==> src/rtl/rf_pkg.sv <==
// Shared constants for the register-file write-port arbiter.
package rf_pkg;
   localparam int DATA_W   = 32;
   localparam int ADDR_W   = 5;
   localparam int NUM_REGS = 32;

   localparam logic [ADDR_W-1:0] REG_ZERO = '0;
endpackage

==> src/rtl/rf_write_arbiter_wb_slot.sv <==
// One-entry writeback holding buffer. Writes to x0 are accepted but never stored.
module wb_slot #(
   parameter int DATA_W = rf_pkg::DATA_W,
   parameter int ADDR_W = rf_pkg::ADDR_W
) (
   input  logic              clk,
   input  logic              reset_n,
   input  logic              load_i,
   input  logic              clear_i,
   input  logic [ADDR_W-1:0] addr_i,
   input  logic [DATA_W-1:0] data_i,
   output logic              loaded_o,
   output logic              valid_o,
   output logic [ADDR_W-1:0] addr_o,
   output logic [DATA_W-1:0] data_o
);
   logic              valid_q, valid_d;
   logic [ADDR_W-1:0] addr_q, addr_d;
   logic [DATA_W-1:0] data_q, data_d;

   assign loaded_o = load_i && (addr_i != ADDR_W'(0));

   // A load wins over the clear so the slot can refill in the cycle it drains.
   always_comb begin
      valid_d = valid_q;
      addr_d  = addr_q;
      data_d  = data_q;
      if (loaded_o) begin
         valid_d = 1'b1;
         addr_d  = addr_i;
         data_d  = data_i;
      end else if (clear_i) begin
         valid_d = 1'b0;
      end
   end

   always_ff @(posedge clk or negedge reset_n) begin
      if (!reset_n) begin
         valid_q <= 1'b0;
         addr_q  <= '0;
         data_q  <= '0;
      end else begin
         valid_q <= valid_d;
         addr_q  <= addr_d;
         data_q  <= data_d;
      end
   end

   assign valid_o = valid_q;
   assign addr_o  = addr_q;
   assign data_o  = data_q;
endmodule

==> src/rtl/rf_write_arbiter.sv <==
// Arbitrates two writeback requesters onto the single register-file write port
// and publishes a bitmap of registers with uncommitted buffered writes.
module rf_write_arbiter #(
   parameter int DATA_W   = rf_pkg::DATA_W,
   parameter int ADDR_W   = rf_pkg::ADDR_W,
   parameter int NUM_REGS = rf_pkg::NUM_REGS
) (
   input  logic                clk,
   input  logic                reset_n,
   input  logic                flush,
   input  logic                req0_valid,
   input  logic [ADDR_W-1:0]   req0_addr,
   input  logic [DATA_W-1:0]   req0_data,
   output logic                req0_ready,
   input  logic                req1_valid,
   input  logic [ADDR_W-1:0]   req1_addr,
   input  logic [DATA_W-1:0]   req1_data,
   output logic                req1_ready,
   output logic                rf_wr_en,
   output logic [ADDR_W-1:0]   rf_wr_addr,
   output logic [DATA_W-1:0]   rf_wr_data,
   output logic [NUM_REGS-1:0] pending
);
   import rf_pkg::*;

   logic              b0_v, b1_v, ld0, ld1;
   logic [ADDR_W-1:0] b0_a, b1_a;
   logic [DATA_W-1:0] b0_d, b1_d;
   logic              grant0, grant1;
   logic              rr_last_q, rr_last_d;
   logic              older_q, older_d;   // index of the buffer accepted first

   wb_slot #(.DATA_W(DATA_W), .ADDR_W(ADDR_W)) u_slot0 (
      .clk(clk), .reset_n(reset_n),
      .load_i(req0_valid && req0_ready), .clear_i(grant0 || flush),
      .addr_i(req0_addr), .data_i(req0_data),
      .loaded_o(ld0), .valid_o(b0_v), .addr_o(b0_a), .data_o(b0_d)
   );

   wb_slot #(.DATA_W(DATA_W), .ADDR_W(ADDR_W)) u_slot1 (
      .clk(clk), .reset_n(reset_n),
      .load_i(req1_valid && req1_ready), .clear_i(grant1 || flush),
      .addr_i(req1_addr), .data_i(req1_data),
      .loaded_o(ld1), .valid_o(b1_v), .addr_o(b1_a), .data_o(b1_d)
   );

   // Same-address conflicts follow acceptance order; otherwise round-robin.
   always_comb begin
      grant0 = 1'b0;
      if (b0_v && !b1_v)
         grant0 = 1'b1;
      else if (b0_v && b1_v)
         grant0 = (b0_a == b1_a) ? (older_q == 1'b0) : (rr_last_q == 1'b1);
      grant1 = b1_v && !grant0;
   end

   assign req0_ready = !flush && (!b0_v || grant0);
   assign req1_ready = !flush && (!b1_v || grant1);

   always_comb begin
      rr_last_d = rr_last_q;
      if (grant0)      rr_last_d = 1'b0;
      else if (grant1) rr_last_d = 1'b1;

      older_d = older_q;
      if (ld0 && ld1)
         older_d = 1'b0;
      else if (ld0 && b1_v && !grant1)
         older_d = 1'b1;
      else if (ld1 && b0_v && !grant0)
         older_d = 1'b0;
   end

   always_ff @(posedge clk or negedge reset_n) begin
      if (!reset_n) begin
         rr_last_q <= 1'b1;
         older_q   <= 1'b0;
      end else begin
         rr_last_q <= rr_last_d;
         older_q   <= older_d;
      end
   end

   always_comb begin
      rf_wr_en   = grant0 || grant1;
      rf_wr_addr = '0;
      rf_wr_data = '0;
      if (grant0) begin
         rf_wr_addr = b0_a;
         rf_wr_data = b0_d;
      end else if (grant1) begin
         rf_wr_addr = b1_a;
         rf_wr_data = b1_d;
      end
   end

   always_comb begin
      pending = '0;
      for (int r = 0; r < NUM_REGS; r++) begin
         if (ADDR_W'(r) != REG_ZERO)
            pending[r] = (b0_v && (b0_a == ADDR_W'(r))) || (b1_v && (b1_a == ADDR_W'(r)));
      end
   end
endmodule

==> config.mk <==
export PLATFORM = sky130hd
export DESIGN_NAME = rf_write_arbiter
export DESIGN_NICKNAME = d
export VERILOG_FILES = /design/src/rtl/rf_pkg.sv /design/src/rtl/rf_write_arbiter_wb_slot.sv /design/src/rtl/rf_write_arbiter.sv
export SDC_FILE = /design/constraint.sdc
export NUM_CORES = 1
export LEC_CHECK = 0
export BUFFER_PORTS_ARGS = -buffer_cell sky130_fd_sc_hd__clkbuf_2
export CORE_ASPECT_RATIO = 0.75
export CORE_MARGIN = 2
export CORE_UTILIZATION = 49
export DETAILED_ROUTE_END_ITERATION = 8
export GPL_TIMING_DRIVEN = 0
export PLACE_DENSITY = 0.88
export SETUP_SLACK_MARGIN = 0.5
export SYNTH_ARGS = -nofsm -noshare
export SYNTH_HDL_FRONTEND = slang
export SYNTH_SLANG_ARGS = --single-unit
==> constraint.sdc <==
create_clock -name clk -period 2.86 [get_ports clk]
set_input_delay 0.286 -clock clk [delete_from_list [all_inputs] [get_ports clk]]
set_output_delay 0.286 -clock clk [all_outputs]
set_load 0.05 [all_outputs]
==> impl_metrics.py <==
metrics = {
    "worst_setup_path": {
        "endpoint_kind": "output pin",
        "worstPathCellList": "buf_6 > xor2_4 > nor3_4 > a21boi_2 > o31ai_4 > buf_6 > buf_6 > buf_16 > mux2i_4 > buf_8",
        "cp_slowest_cell": "dfrtp_1",
        "crit_start": "u_slot1.addr_o[0]",
        "crit_top_cell": "buf_6",
        "r2r-start": "u_slot1.addr_o[0]",
        "reg2reg_to": "u_slot1.data_o[15]",
        "worstSetupEndpoint": "rf_wr_data[27]",
        "crit_required_ps": 2570,
        "max_stage_delay_ps": 380,
        "crit_fanout": 7,
        "ff2ff_path_depth": 10,
        "r2r_setup_slack_ps": 400,
        "crit_arrival_ps": 2530,
        "start_kind": "flop",
        "crit_type": "flop to output pin",
    },
    "pwr": {
        "power_density_nw_per_um2": 580,
        "cellLeakagePower_nw": 3.32,
        "peakVddDrop_mv": 0.419,
        "power.total_mw": 4.14,
    },
    "floorplan": {
        "die-height_um": 84.8,
        "die_area_sq_um": 9470,
        "io_pins": 151,
        "die_x_um": 112,
        "initial_utilization_pct": 50.4,
        "core_area_sq_um": 8450,
        "std_cell_rows": 29,
    },
    "grt": {
        "grt_antenna_before_repair": 0,
        "grt_pass1_vias": 4175,
        "grt_pass1_wl_um": 21200,
        "grt_max_degree": 57,
        "grt_use_total_pct": 29.2,
        "grt_remaining_overflow": 0,
    },
    "finish": {
        "layout_commonest_cell": "clkbuf_2",
        "diodes": 0,
        "nets": 677,
        "synthToLayoutAreaGrowth_pct": 67.2,
        "final_cells": 711,
        "mostFrequentLayoutCells": "clkbuf_2, dfrtp_1, nand2_1, inv_1, buf_8",
        "drive_gt1_share_pct": 55.4,
        "fillers": 386,
    },
    "sta": {
        "skew_ps": 7.40,
        "rsz0062_at_grt": "true",
        "finalCritPeriodShare_pct": 98.5,
        "worstMarginPinSlew_ps": 550,
        "hold_viol_final": 0,
        "slew-limit-headroom_pct": 62.9,
        "setup-violations-final": 0,
        "slew_violations": 0,
        "max_freq_mhz": 355,
        "finalCriticalPeriod_ps": 2820,
    },
    "worst_hold_path": {
        "min_path_type": "input pin to flop",
    },
    "detailed_routing": {
        "viasPerCell": 5.87,
        "wire_per_inst_um": 21.5,
        "ant_nets": 0,
        "drtIter0Drc": 459,
        "drtPass1Iterations": 5,
        "post-route-drc-count": 0,
        "vias": 4171,
        "routed_wl_um": 15300,
    },
    "logic_synthesis": {
        "synthXorXnorAreaFrac_pct": 1.03,
        "async_flop_share_pct": 100,
        "synth_top_family_by_area": "multiplexers",
        "ys_warn_count": 0,
        "avgSynthCellArea_sq_um": 10.7,
        "synth-compound-area-share_pct": 6.60,
        "syn_inst": 398,
        "post_synth_and_or_nand_nor_area_fraction_pct": 11.3,
        "synth-seq-cells": 78,
        "syn_nets": 477,
        "synth_edf_count": 0,
        "synth_fa_ha_area_share_pct": 0,
        "netlist_area_sq_um": 4260,
        "netlist-cell-type-count": 39,
        "synth_top_flop_cell": "dfrtp_1",
        "synth_mux_area_share_pct": 27.7,
        "seq_area_frac_synth_pct": 45.8,
    },
    "clocking": {
        "ctsLongestPathBuffers": 2,
        "numCtsBuffers": 9,
        "path_clk_slew_ps": 60,
        "insertion_delay_ps": 340,
        "cts.sinks": 78,
        "cts_tree": "yes",
        "root_buffer": "clkbuf_16",
        "htree_num_levels": 3,
    },
    "placement": {
        "placed_cells": 656,
        "dp_hpwl_um": 8910,
        "gp_congestion": 0.896,
        "portBuffers": 149,
    },
    "status": {
        "status": "finished, final reports clean",
    },
    "job": {
        "drv_cap": 0,
    },
}
## worst max-delay path: cells and delay by family, from the launching register on
kind	cells	cell delay, ps
flops	1	380
xor+xnor	1	190
simple gates	1	230
compound gates	2	350
buf+inv	5	790
mux	1	240
## worst min path at each step
stage,from,cells after the start,slack [ps],end
finish,req0_data[21],2,160,u_slot0.data_o[21]
global route,req0_data[7],2,170,u_slot0.data_o[7]
CTS,req1_data[22],2,150,u_slot1.data_o[22]
detailed placement,reset_n,1,240,u_slot0.data_o[4]
global placement,u_slot0.data_o[0],1,470,u_slot0.data_o[0]
floorplan,reset_n,0,-10,older_q
## cell usage after synthesis, types with 3 or more instances
cell	count	area [sq um]
a21oi_1	4	20.0
buf_2	5	25.0
buf_4	3	22.5
buf_6	7	78.8
clkbuf_1	6	22.5
clkbuf_2	4	20.0
dfrtp_1	77	1930
inv_1	40	150
mux2_1	47	529
mux2_2	25	282
mux2i_1	37	370
nand2_1	52	195
nand2b_1	3	18.8
nand3_1	8	40.0
nand4_1	5	31.3
nor2_1	5	18.8
o22ai_1	32	200
or2_2	6	37.5
xor2_1	5	43.8
## logic make-up (layout without fill, tap and decap cells)
kind of cell / count (synthesis) / count (layout)
multiplexers: 109 / 109
flip-flops: 78 / 78
AND/OR/NAND/NOR: 96 / 96
AO/OA/AOI/OAI: 44 / 44
buffers and inverters: 65 / 270
other: 1 / 1
XOR/XNOR: 5 / 5
## stage by stage
| step | setup TNS, ps | hold slack, ps | area [sq um] | util, % | setup slack [ps] |
|---|---|---|---|---|---|
| floorplan | 0 | -9.59 | 4700 | - | 307 |
| global placement | -545 | 466 | 5580 | 66.0 | -53.1 |
| detailed placement | -1560 | 239 | 5610 | 66.3 | -101 |
| CTS | 0 | 154 | 6620 | 78.2 | 93.2 |
| global route | -131 | 168 | 7130 | 84.3 | -29.0 |
| finish | 0 | 156 | 7130 | 84.3 | 43.5 |
## timing repair
action | CTS | global route
pin swaps | 7 | 10
hold buffers | 1 | 0
endpoints found under the hold margin | 22 | 0
setup endpoints to repair | 112 | 102
gates resized for setup | 107 | 153
buffers inserted | 21 | 11
cloned | 3 | 3
## where the power goes
part,switching [mW],internal [mW]
combinational,0.821,0.685
clock,0.467,0.763
sequential,0.117,1.28
## flip-flops by register name (all words and copies together) (netlist names)
register / flops
u_slot0.valid_o: 1
u_slot1.data_o: 32
u_slot1.valid_o: 1
rr_last_q: 1
older_q: 1
u_slot0.data_o: 32
u_slot1.addr_o: 5
u_slot0.addr_o: 5
## layout make-up
class                      count  area [sq um]  share of cell area [%]
buffer                        25           275                    3.86
tap                          108           135                    1.90
inverter                      40           150                    2.11
timing repair buffer         189          1640                    23.0
multi-input combinational    255          2660                    37.3
clock inverter                 6          86.3                    1.21
sequential                    78          1950                    27.4
clock buffer                  10           229                    3.21
## layer usage
layer | share of wire [%] | global-route usage, %
met5 | 0 | 0
met4 | 2.8 | 5.95
met3 | 11 | 10.5
met2 | 51 | 51.6
met1 | 36 | 34.8
Note: power is estimated with default switching activity, not from simulation.
